**config.mk**
```make
export PLATFORM = sky130hd
export DESIGN_NAME = mem_stage_ext_flat
export DESIGN_NICKNAME = d
export VERILOG_FILES = /design/src/rtl/mem_stage_ext_if.sv /design/src/rtl/mem_stage_ext.sv /design/src/flat_wrapper.sv
export SDC_FILE = /design/constraint.sdc
export NUM_CORES = 1
export LEC_CHECK = 0
export BUFFER_PORTS_ARGS = -buffer_cell sky130_fd_sc_hd__clkbuf_2
export CORE_MARGIN = 10
export CORE_UTILIZATION = 28
export DETAILED_ROUTE_END_ITERATION = 16
export HOLD_SLACK_MARGIN = 0.05
export PLACE_DENSITY_LB_ADDON = 0.25
export SLEW_MARGIN = 25
export SYNTH_ARGS = -nofsm -noshare
export SYNTH_HDL_FRONTEND = slang
export SYNTH_SLANG_ARGS = --single-unit
```
**constraint.sdc**
```tcl
create_clock -name clk -period 11.7 [get_ports clk]
set_clock_uncertainty 0.1 [all_clocks]
set_input_delay 1.17 -clock clk [delete_from_list [all_inputs] [get_ports clk]]
set_output_delay 1.17 -clock clk [all_outputs]
set_load 0.01 [all_outputs]
```
**src/rtl/mem_stage_ext_if.sv**
```systemverilog
// Handshake and data bundle between EX, MEM, WB, the data SRAM and ID.
// The master side drives the stage; the slave side is the stage itself.
interface mem_stage_ext_if #(
    parameter int DATA_W = 32,
    parameter int PC_W   = 32,
    parameter int RA_W   = 5
);
    localparam int OFS_W = $clog2(DATA_W / 8);
    localparam int ES_W  = 3 + OFS_W + 4 + RA_W + DATA_W + PC_W;
    localparam int WS_W  = 1 + RA_W + DATA_W + PC_W;
    localparam int FW_W  = 2 + RA_W + DATA_W;

    logic              ws_allowin;
    logic              ms_allowin;
    logic              es_to_ms_valid;
    logic [ES_W-1:0]   es_to_ms_bus;
    logic              ms_to_ws_valid;
    logic [WS_W-1:0]   ms_to_ws_bus;
    logic              ms_flush;
    logic              data_sram_data_ok;
    logic [DATA_W-1:0] data_sram_rdata;
    logic [FW_W-1:0]   ms_fwd_bus;

    modport master (
        output ws_allowin, es_to_ms_valid, es_to_ms_bus,
        output ms_flush, data_sram_data_ok, data_sram_rdata,
        input  ms_allowin, ms_to_ws_valid, ms_to_ws_bus,
        input  ms_fwd_bus
    );

    modport slave (
        input  ws_allowin, es_to_ms_valid, es_to_ms_bus,
        input  ms_flush, data_sram_data_ok, data_sram_rdata,
        output ms_allowin, ms_to_ws_valid, ms_to_ws_bus,
        output ms_fwd_bus
    );
endinterface

```
**src/rtl/mem_stage_ext.sv**
```systemverilog
// Memory stage: waits for data_sram responses, extracts loads,
// buffers one early response and cancels responses of flushed loads.
module mem_stage_ext #(
    parameter int DATA_W   = 32,
    parameter int PC_W     = 32,
    parameter int RA_W     = 5,
    parameter int CANCEL_W = 2
) (
    input  logic           clk,
    input  logic           reset,
    mem_stage_ext_if.slave ms_if
);
    localparam int OFS_W = $clog2(DATA_W / 8);
    localparam int ES_W  = 3 + OFS_W + 4 + RA_W + DATA_W + PC_W;
    localparam int SH_W  = OFS_W + 3;
    localparam logic [CANCEL_W-1:0] CNT_MAX = '1;
    localparam logic [SH_W-1:0]     HALF_M  = ~SH_W'(15);
    localparam logic [SH_W-1:0]     WORD_M  = ~SH_W'(31);

    logic                ms_valid_q, ms_valid_d;
    logic [ES_W-1:0]     bus_q, bus_d;
    logic                buf_valid_q, buf_valid_d;
    logic [DATA_W-1:0]   buf_data_q, buf_data_d;
    logic [CANCEL_W-1:0] cancel_q, cancel_d;

    logic [2:0]        ld_op;
    logic [OFS_W-1:0]  addr_lo;
    logic              req_issued;
    logic              store_op;
    logic              load_op;
    logic              gr_we;
    logic [RA_W-1:0]   dest;
    logic [DATA_W-1:0] exe_result;
    logic [PC_W-1:0]   pc;

    assign {ld_op, addr_lo, req_issued, store_op, load_op,
            gr_we, dest, exe_result, pc} = bus_q;

    logic need_resp;
    logic cancel_zero;
    logic data_ok_live;
    logic ms_ready_go;
    logic ms_leave;
    logic allowin;
    logic cancel_inc;
    logic cancel_dec;

    assign need_resp    = ms_valid_q & (load_op | store_op) & req_issued;
    assign cancel_zero  = (cancel_q == '0);
    assign data_ok_live = ms_if.data_sram_data_ok & cancel_zero;
    assign ms_ready_go  = ~need_resp | buf_valid_q | data_ok_live;
    assign ms_leave     = ms_valid_q & ms_ready_go & ms_if.ws_allowin;
    assign allowin      = (~ms_valid_q | ms_leave) & (cancel_q != CNT_MAX);

    // A response still owed to a flushed load must be swallowed later.
    assign cancel_inc = ms_if.ms_flush & need_resp & ~buf_valid_q
                      & ~data_ok_live & (cancel_q != CNT_MAX);
    assign cancel_dec = ms_if.data_sram_data_ok & ~cancel_zero;

    logic [DATA_W-1:0] word;
    logic [SH_W-1:0]   byte_sh;
    logic [SH_W-1:0]   half_sh;
    logic [SH_W-1:0]   word_sh;
    logic [7:0]        b8;
    logic [15:0]       h16;
    logic [31:0]       w32;
    logic [63:0]       ext64;
    logic [DATA_W-1:0] extracted;
    logic [DATA_W-1:0] final_result;

    assign word    = buf_valid_q ? buf_data_q : ms_if.data_sram_rdata;
    assign byte_sh = {addr_lo, 3'b000};
    assign half_sh = byte_sh & HALF_M;
    assign word_sh = byte_sh & WORD_M;
    assign b8      = 8'(word >> byte_sh);
    assign h16     = 16'(word >> half_sh);
    assign w32     = 32'(word >> word_sh);

    // Select and extend the loaded field; encodings 4 and 7 are LW.
    always_comb begin
        ext64 = {{32{w32[31]}}, w32};
        case (ld_op)
            3'd0: ext64 = {{56{b8[7]}}, b8};
            3'd1: ext64 = {56'b0, b8};
            3'd2: ext64 = {{48{h16[15]}}, h16};
            3'd3: ext64 = {48'b0, h16};
            3'd5: ext64 = {32'b0, w32};
            3'd6: ext64 = (DATA_W == 64) ? 64'(word)
                                         : {{32{w32[31]}}, w32};
            default: ext64 = {{32{w32[31]}}, w32};
        endcase
    end

    assign extracted    = DATA_W'(ext64);
    assign final_result = (ms_valid_q & load_op) ? extracted : exe_result;

    // Next-state for the resident instruction, response buffer and
    // cancelled-response counter.
    always_comb begin
        ms_valid_d  = ms_valid_q;
        bus_d       = bus_q;
        buf_valid_d = buf_valid_q;
        buf_data_d  = buf_data_q;
        cancel_d    = cancel_q;

        if (ms_if.ms_flush) begin
            ms_valid_d = 1'b0;
        end else if (allowin) begin
            ms_valid_d = ms_if.es_to_ms_valid;
        end else if (ms_leave) begin
            ms_valid_d = 1'b0;
        end

        if (ms_if.es_to_ms_valid & allowin) begin
            bus_d = ms_if.es_to_ms_bus;
        end

        if (ms_if.ms_flush | ms_leave) begin
            buf_valid_d = 1'b0;
        end else if (need_resp & ~buf_valid_q & data_ok_live) begin
            buf_valid_d = 1'b1;
            buf_data_d  = ms_if.data_sram_rdata;
        end

        if (cancel_inc & ~cancel_dec) begin
            cancel_d = cancel_q + CANCEL_W'(1);
        end else if (cancel_dec & ~cancel_inc) begin
            cancel_d = cancel_q - CANCEL_W'(1);
        end
    end

    // Control state with synchronous reset.
    always_ff @(posedge clk) begin
        if (reset) begin
            ms_valid_q  <= 1'b0;
            buf_valid_q <= 1'b0;
            cancel_q    <= '0;
        end else begin
            ms_valid_q  <= ms_valid_d;
            buf_valid_q <= buf_valid_d;
            cancel_q    <= cancel_d;
        end
    end

    // Payload registers need no reset; valid bits qualify them.
    always_ff @(posedge clk) begin
        bus_q      <= bus_d;
        buf_data_q <= buf_data_d;
    end

    assign ms_if.ms_allowin     = allowin;
    assign ms_if.ms_to_ws_valid = ms_valid_q & ms_ready_go & ~ms_if.ms_flush;
    assign ms_if.ms_to_ws_bus   = {gr_we, dest, final_result, pc};
    assign ms_if.ms_fwd_bus     = {ms_valid_q & gr_we,
                                   ms_valid_q & load_op & ~ms_ready_go,
                                   dest, final_result};
endmodule
```
**src/flat_wrapper.sv**
```systemverilog
// flat-port wrapper written by rule: the top's interface ports become plain ports
module mem_stage_ext_flat 
#(
    parameter int DATA_W   = 32,
    parameter int PC_W     = 32,
    parameter int RA_W     = 5,
    parameter int CANCEL_W = 2
)
  (clk, reset, ms_if_ws_allowin, ms_if_es_to_ms_valid, ms_if_es_to_ms_bus, ms_if_ms_flush, ms_if_data_sram_data_ok, ms_if_data_sram_rdata, ms_if_ms_allowin, ms_if_ms_to_ws_valid, ms_if_ms_to_ws_bus, ms_if_ms_fwd_bus);
  mem_stage_ext_if #(.DATA_W(DATA_W), .PC_W(PC_W), .RA_W(RA_W)) ms_if_i ();
  input  logic clk;
  input  logic reset;
  input wire logic [$bits(ms_if_i.ws_allowin)-1:0] ms_if_ws_allowin;
  input wire logic [$bits(ms_if_i.es_to_ms_valid)-1:0] ms_if_es_to_ms_valid;
  input wire logic [$bits(ms_if_i.es_to_ms_bus)-1:0] ms_if_es_to_ms_bus;
  input wire logic [$bits(ms_if_i.ms_flush)-1:0] ms_if_ms_flush;
  input wire logic [$bits(ms_if_i.data_sram_data_ok)-1:0] ms_if_data_sram_data_ok;
  input wire logic [$bits(ms_if_i.data_sram_rdata)-1:0] ms_if_data_sram_rdata;
  output wire logic [$bits(ms_if_i.ms_allowin)-1:0] ms_if_ms_allowin;
  output wire logic [$bits(ms_if_i.ms_to_ws_valid)-1:0] ms_if_ms_to_ws_valid;
  output wire logic [$bits(ms_if_i.ms_to_ws_bus)-1:0] ms_if_ms_to_ws_bus;
  output wire logic [$bits(ms_if_i.ms_fwd_bus)-1:0] ms_if_ms_fwd_bus;
  assign ms_if_i.ws_allowin = ms_if_ws_allowin;
  assign ms_if_i.es_to_ms_valid = ms_if_es_to_ms_valid;
  assign ms_if_i.es_to_ms_bus = ms_if_es_to_ms_bus;
  assign ms_if_i.ms_flush = ms_if_ms_flush;
  assign ms_if_i.data_sram_data_ok = ms_if_data_sram_data_ok;
  assign ms_if_i.data_sram_rdata = ms_if_data_sram_rdata;
  assign ms_if_ms_allowin = ms_if_i.ms_allowin;
  assign ms_if_ms_to_ws_valid = ms_if_i.ms_to_ws_valid;
  assign ms_if_ms_to_ws_bus = ms_if_i.ms_to_ws_bus;
  assign ms_if_ms_fwd_bus = ms_if_i.ms_fwd_bus;
  mem_stage_ext #(.DATA_W(DATA_W), .PC_W(PC_W), .RA_W(RA_W), .CANCEL_W(CANCEL_W)) u_core (.clk(clk), .reset(reset), .ms_if(ms_if_i));
endmodule
```
; ---- After elaboration in Yosys (flattened, before gate mapping)
; Index checks and enable logic that the tools add are counted.
[op_classes]
muxes = 7
reduce_logical = 7
addsub = 2
n_eq_ne = 5
bitwise_logic = 35
shift = 2
[op_table]
columns = op, count
row1 = case mux 32 bit (5 select lines), 1
row2 = 2-to-1 mux 32 bit, 2
row3 = >> shifter 32 x 5 -> 16 bit, 1
row4 = >> shifter 32 x 5 -> 8 bit, 1
row5 = AND 1 bit, 20
row6 = inverter 1 bit, 10
row7 = "equality test 3 x 2 -> 1 bit, second input constant", 2
row8 = bitwise OR 1 bit, 5
row9 = 2-to-1 mux 2 bit, 2
row10 = nonzero test 2 bit, 2
row11 = OR reduction 2 bit, 2
row12 = "equality test 3 x 1 -> 1 bit, second input constant", 1
row13 = "equality test 3 bit, second input constant", 1
row14 = zero test 3 bit, 1
row15 = "adder 2 x 1 -> 2 bit, second input constant", 1
row16 = zero test 2 bit, 1
row17 = 2-to-1 mux 1 bit, 2
row18 = "inequality test 2 bit, second input constant", 1
row19 = AND reduction 2 bit, 1
row20 = "subtractor 2 x 1 -> 2 bit, second input constant", 1
[totals]
reg_bits = 114
out_inout_bits = 111

; ---- Logic depth before layout (Yosys ltp)
; Gate-level depths: netlist (run 1).
[logic_depth]
depth_word = 11
mapped_depth = 9
depth_no_buf = 8

; ---- Least setup slack after synthesis (run 1)
; OpenSTA, ideal clock, no wires.
[synth_path]
path_kind = input to register
from = in ms_if_data_sram_data_ok
to = reg u_core.buf_data_q[0], enable pin
setup_ps = 594
path_slack_ps = 4698
arrival_ps = 6308
stages = 2
t_required_ps = 11006
cell_sequence = nand2_1 > a2111oi_0
[synth_between]
elab_chain_cells = 7
[synth_rtl]
columns = element, line
row1 = start: declaration, flat_wrapper.sv:17  ; input wire logic [$bits(ms_if_i.data_sram_data_ok)-1:0] ms_if_data_sram_data_ok;
row2 = AND 1 bit *, mem_stage_ext.sv:50  ; assign data_ok_live = ms_if.data_sram_data_ok & cancel_zero;
row3 = bitwise OR 1 bit, mem_stage_ext.sv:51  ; assign ms_ready_go = ~need_resp | buf_valid_q | data_ok_live;
row4 = AND 1 bit (2 in a row), mem_stage_ext.sv:52  ; assign ms_leave = ms_valid_q & ms_ready_go & ms_if.ws_allowin;
row5 = bitwise OR 1 bit, mem_stage_ext.sv:118  ; if (ms_if.ms_flush | ms_leave) begin
row6 = inverter 1 bit (no source line), -
row7 = AND reduction 2 bit (no source line) *, -
row8 = end signal: assignment, mem_stage_ext.sv:148  ; buf_data_q <= buf_data_d;
row9 = end: declaration, mem_stage_ext.sv:23  ; logic [DATA_W-1:0] buf_data_q, buf_data_d;
; Every way passes the cells marked *; elsewhere a longest branch is shown, timed or not.
; A chain may end at the register's enable or synchronous reset.

; ---- Worst setup path after layout (run 1)
[layout_path]
from = reg u_core.bus_q[74]
to = out ms_if_ms_to_ws_bus[51]
[layout_between]
elab_chain_cells = 3
[layout_rtl]
columns = element, line
row1 = start: declaration, mem_stage_ext.sv:21  ; logic [ES_W-1:0] bus_q, bus_d;
row2 = start signal: assignment, mem_stage_ext.sv:147  ; bus_q <= bus_d;
row3 = >> shifter 32 x 5 -> 16 bit / >> shifter 32 x 5 -> 8 bit (equally long branches), "mem_stage_ext.sv:76, mem_stage_ext.sv:75"
row4 = case mux 32 bit (5 select lines) *, mem_stage_ext.sv:82  ; case (ld_op)
row5 = 2-to-1 mux 32 bit *, mem_stage_ext.sv:95  ; assign final_result = (ms_valid_q & load_op) ? extracted : exe_result;
row6 = end: declaration, flat_wrapper.sv:21  ; output wire logic [$bits(ms_if_i.ms_to_ws_bus)-1:0] ms_if_ms_to_ws_bus;
; Marked as above.

==> metrics.cfg, run 1 <==
[timing]
max_freq_ghz = 0.238
finalSetupViolCount = 0
whs_ps = 441
slew_headroom = 0.349
rsz0062_at_grt = no
tns_ps = 0
worstMarginPinSlew_ps = 977
fin_crit_ps = 4200
min_period_over_period = 0.359
hold_violations = 0
slew_violations = 0

[setup_path]
r2r_start = u_core.buf_valid_q
slowest_delay_ps = 780
required_ps = 10430
crit_type = register to output port
critPathArrivalTime_ps = 2930
reg2regPathDepth = 4
crit_chain = mux2i_1 -> mux2_2 -> o21ai_2 -> a221o_1 -> clkbuf_2
rr_endpoint = u_core.bus_q[72]
critPathMaxFanout = 16
start_kind = register
worst_setup_path_end_kind = output port
slowest_stage = o21ai_2
r2r_slack_ps = 8740

[logic_synthesis]
ys_ff_latch = 114
yosysUniqueCellTypes = 40
synth_area_mm2 = 0.00540
postSynthAreaPerCell_um2 = 14.9
yosys.area.top_type = edfxtp_1
synth_edf_count = 110
synth_top_cell_area_share = 0.612
ys_seq_area_frac = 0.627
syn-num-nets = 479
synth_area_leaders = edfxtp_1, buf_4, mux2_2
synth_ff_type = edfxtp_1
synth_common_cells = edfxtp_1, buf_4, mux2_2
postSynth.asyncResetShare = 0
syn_inst = 362
yosysMostFrequentCell = edfxtp_1
ys_warn_count = 0

[grt]
grt_max_degree = 66
grt_pass1_wl_mm = 25.9
grt-ovfl-total = 0
grt_use_total = 0.135
grt_pass1_vias = 4098
antenna_found_initial = 0

[worst_hold_path]
hold_path_end = u_core.cancel_q[1]
holdCritPathClass = register to register
hold_depth = 2
worstHoldStart = u_core.cancel_q[1]

[route]
drc = 0
wirelength_mm = 17.4
routedWlPerCell_um = 21.9
vias_per_cell = 4.58
postRouteAntennaNets = 0
vias = 3625
drt-initial-drc-count = 199
drtPass1Iterations = 4

[cells_and_area]
syn_to_final_growth_pct = 26.1
drive_gt1_frac = 0.581
diodes = 0
nNetsFinal = 636
fillCellCount = 1860

[cts]
cts_max_level = 4
cts_tree = done
clock_sinks = 114
post_cts_buffers = 0
path_clk_slew_ps = 60
cts_buffers = 17
cts.path.max_buffers = 2
clock_latency_ps = 410
ctsHoldBuffers = 0
cts_root_buf = clkbuf_16
cts_resized = 0

[floorplanning]
num_rows = 50
initial_core_util = 0.287
dieWidth_um = 159
io_pins = 227
core_area_mm2 = 0.0188
die_area_mm2 = 0.0252
die_h_um = 159

[flow_run]
cap_violations = 0

[power]
irDropWorstVdd_v = 0.000101
p_leak_nw = 2.76
pwr_density_cell_mw_per_mm2 = 162

[status]
run_status = finished, final reports clean

[place]
gp_congestion = 0.770
dpl.hpwl_mm = 13.0
port_buffers = 226

[flip-flops by register name (all words and copies together), names as in the netlist]
register and cells:
u_core.buf_data_q 32, u_core.buf_valid_q 1, u_core.bus_q 78, u_core.cancel_q 2, u_core.ms_valid_q 1
[power by group]
part / internal (mW) / leakage [nW] / switching (mW) / total (mW)
combinational: 0.0536 / 1.41 / 0.0687 / 0.122
clock: 0.294 / 0.269 / 0.203 / 0.497
sequential: 0.472 / 1.08 / 0.0106 / 0.482
total: 0.820 / 2.76 / 0.282 / 1.10
[cells in the final DEF (no fill, tap or decap), types with 2 or more instances in the layout]
cell,count
clkbuf_2,226
edfxtp_1,110
mux2_2,33
nand2_1,19
clkbuf_16,17
a221o_1,16
o21ai_0,9
mux2i_1,8
mux4_2,8
a22oi_1,8
nor2_1,7
a222oi_1,7
inv_6,5
a21oi_1,4
buf_4,4
nor3b_1,3
and2_1,3
clkinv_4,3
dfxtp_1,3
inv_1,2
and3_1,2
o211ai_1,2
o21a_1,2
xor2_1,2
a211oi_1,2
clkinv_2,2
clkinvlp_4,2
[stage by stage]
stage                util  instances  setup slack (ps)  cell area (µm²)  power, mW
global placement    0.332        760              7480             6240      0.613
global route        0.362        792              7200             6810       1.15
floorplan               -        362              4700             5400      0.572
finish              0.362        792              7500             6810       1.10
CTS                 0.361        792              7090             6800       1.12
detailed placement  0.332        760              7500             6240      0.615
[worst max path at each step]
stage	from	end	slack [ps]
floorplan	ms_if_data_sram_data_ok	u_core.buf_data_q[0]	4700
global placement	ms_if_data_sram_rdata[31]	ms_if_ms_to_ws_bus[51]	7480
detailed placement	ms_if_data_sram_rdata[31]	ms_if_ms_to_ws_bus[51]	7500
CTS	u_core.ms_valid_q	ms_if_ms_fwd_bus[1]	7090
global route	u_core.ms_valid_q	ms_if_ms_fwd_bus[1]	7200
finish	u_core.bus_q[74]	ms_if_ms_to_ws_bus[51]	7500
[cells by family after synthesis]
kind of cell             share of synthesized area
AO/OA/AOI/OAI                               0.0846
XOR/XNOR                                   0.00324
adder cells (fa/ha/maj)                    0.00232
buffers and inverters                        0.124
flip-flops                                   0.627
multiplexers                                 0.117
AND/OR/NAND/NOR                             0.0422
[worst max-delay path, delay by kind of cell (launching register included)]
| kind | cells | cell delay [ps] |
|---|---|---|
| AOI/OAI and AO/OA | 2 | 1060 |
| muxes | 2 | 500 |
| DFF | 1 | 760 |
| buffers and inverters | 1 | 160 |
[layer usage]
layer / part of all wire / GRT usage / vias to the layer above
li1: - / - / 1650
met1: 0.43 / 0.162 / 1776
met2: 0.46 / 0.208 / 190
met3: 0.11 / 0.0707 / 9
met4: 0.0072 / 0.0362 / 0
met5: 0 / 0 / -
[final cells by class]
cell class / count / area [µm²] / share of cell area
sequential: 114 / 3380 / 0.497
multi-input combinational: 154 / 1370 / 0.201
timing repair buffer: 230 / 1160 / 0.171
clock buffer: 18 / 429 / 0.0630
tap: 260 / 325 / 0.0478
clock inverter: 14 / 129 / 0.0189
inverter: 2 / 7.51 / 0.00110
No activity file was read; power rests on OpenSTA's default activity.
==> inputs of run 2 (changes only) <==
==> constraint.sdc (replaced) <==
create_clock -name clk -period 3.9 [get_ports clk]
set_clock_uncertainty 0.1 [all_clocks]
set_input_delay 0.39 -clock clk [delete_from_list [all_inputs] [get_ports clk]]
set_output_delay 0.39 -clock clk [all_outputs]
set_load 0.01 [all_outputs]
==> metrics.cfg, run 2 (synthesized netlist as in run 1, its figures left out) <==
[status]
run_status = finished, final reports clean  ; unchanged

[power]
p_leak_nw = 3.10  ; was 2.76 nW
net-switching-power_mw = 0.848  ; was 0.282 mW
pwr_density_cell_mw_per_mm2 = 465  ; was 162 mW/mm²
power_mw = 3.55  ; was 1.10 mW
seqPwrFrac = 0.409  ; was 0.438
irDropWorstVdd_v = 0.000368  ; was 0.000101 V
pwr-share-clk = 0.470  ; was 0.451
intPower_mw = 2.70  ; was 0.820 mW
p_comb_frac = 0.121  ; was 0.111
switching_share = 0.239  ; was 0.256

[setup_path]
r2r_start = u_core.buf_valid_q  ; unchanged
slowest_delay_ps = 720  ; was 780 ps
slowest_stage = edfxtp_1  ; was o21ai_2
crit_type = register to output port  ; unchanged
r2r_slack_ps = 1300  ; was 8740 ps
worst_setup_path_end_kind = output port  ; unchanged
crit_chain = mux2i_1 -> mux2_2 -> o21ai_2 -> a221o_1 -> clkbuf_2  ; unchanged
crit_start = u_core.bus_q[74]  ; unchanged
required_ps = 3410  ; was 10430 ps
start_kind = register  ; unchanged
critPathArrivalTime_ps = 2860  ; was 2930 ps
critPathMaxFanout = 16  ; unchanged

[cts]
clock_latency_ps = 410  ; about the same
cts_resized = 0  ; unchanged
cts_max_level = 4  ; unchanged
cts_root_buf = clkbuf_16  ; unchanged
cts.path.max_buffers = 2  ; unchanged
cts_tree = done  ; unchanged
ctsHoldBuffers = 67  ; was 0
path_clk_slew_ps = 60  ; about the same
post_cts_buffers = 0  ; unchanged
cts_buffers = 17  ; unchanged
clock_sinks = 114  ; unchanged

[cells_and_area]
syn_to_final_growth_pct = 41.2  ; was 26.1%
final_core_util = 0.405  ; was 0.362
top_regs = u_core.bus_q x78, u_core.buf_data_q x32, u_core.cancel_q x2  ; unchanged
layout_commonest_cell = clkbuf_2  ; unchanged
max_flop_register = u_core.bus_q  ; unchanged
largest_reg_flops = 78  ; unchanged
fin_cells = 865  ; was 792
nNetsFinal = 710  ; was 636
diodes = 0  ; unchanged
mostFrequentLayoutCells = clkbuf_2, edfxtp_1, dlygate4sd3_1  ; was clkbuf_2, edfxtp_1, mux2_2
drive_gt1_frac = 0.514  ; was 0.581

[timing]
fin_crit_ps = 3350
slew_headroom = 0.405  ; was 0.349
worstMarginPinSlew_ps = 892  ; was 977 ps
max_freq_ghz = 0.299
slew_violations = 0  ; unchanged
rsz0062_at_grt = no  ; unchanged
tns_ps = 0  ; unchanged
hold_violations = 0  ; unchanged
finalSetupViolCount = 0  ; unchanged
min_period_over_period = 0.858

[floorplanning]
core_area_mm2 = 0.0188  ; unchanged
initial_core_util = 0.287  ; unchanged
die_area_mm2 = 0.0252  ; unchanged
die_h_um = 159  ; unchanged
io_pins = 227  ; unchanged
num_rows = 50  ; unchanged
dieWidth_um = 159  ; unchanged

[route]
vias = 3871  ; was 3625
vias_per_cell = 4.48  ; was 4.58
wirelength_mm = 17.8  ; was 17.4 mm
drtPass1Iterations = 5  ; was 4
postRouteAntennaNets = 0  ; unchanged
drt-initial-drc-count = 172  ; was 199
routedWlPerCell_um = 20.5  ; was 21.9 µm
drc = 0  ; unchanged

[worst_hold_path]
holdCritPathClass = input pin to register  ; was register to register
worstHoldStart = ms_if_es_to_ms_bus[71]  ; was u_core.cancel_q[1]

[place]
dpl.hpwl_mm = 12.9  ; was 13.0 mm
dp.cells = 762  ; was 760
gp_congestion = 0.768  ; was 0.770
port_buffers = 226  ; unchanged

[flow_run]
cap_violations = 0  ; unchanged

[grt]
grt_pass1_wl_mm = 27.3  ; was 25.9 mm
grt-ovfl-total = 0  ; unchanged
antenna_found_initial = 0  ; unchanged
grt_max_degree = 53  ; was 66
grt_pass1_vias = 4442  ; was 4098
grt_use_total = 0.140  ; was 0.135

[run 2: path summary, 6_finish.rpt]
kind	cells past startpoint	end
worst min-delay path	1	u_core.bus_q[71]
worst max-delay path	5	ms_if_ms_to_ws_bus[53]
worst min register to register	2	u_core.cancel_q[1]
worst max register to register	4	u_core.bus_q[52]
[run 2: metal layers]
metal,vias to the layer above,track usage,part of all wire
li1,1794,-,-
met1,1886,0.163,0.42
met2,182,0.225,0.47
met3,9,0.0707,0.095
met4,0,0.0333,0.0080
met5,-,0,0
[run 2: power by group through the flow]
stage	registers [mW]	logic (mW)	clock network, mW
3_5_place_dp	1.47	0.375	0
3_3_place_gp	1.47	0.371	0
2_1_floorplan	1.46	0.250	0
6_report	1.45	0.429	1.67
5_1_grt	1.46	0.470	1.77
4_1_cts	1.45	0.429	1.71
[run 2: per-stage QoR]
| step | cell area, µm² | hold slack, ps | setup WS, ps |
|---|---|---|---|
| detailed placement | 6270 | 454 | 937 |
| global placement | 6270 | 407 | 933 |
| finish | 7620 | 67.0 | 552 |
| floorplan | 5410 | 359 | 377 |
| CTS | 7570 | 50.5 | 463 |
| global route | 7620 | 50.4 | 331 |
[run 2: final cells by class]
cell class,instances,area [µm²]
timing repair buffer,304,1900
clock inverter,14,206
inverter,2,7.51
clock buffer,17,425
sequential,114,3380
fill,1781,11200
tap,260,325
multi-input combinational,154,1380
[run 2: critical path, delay by kind of cell (launching register included)]
family	cells	cell delay, ps
multiplexers	2	520
AO/OA/AOI/OAI	2	1030
flip-flops	1	720
buffers and inverters	1	170
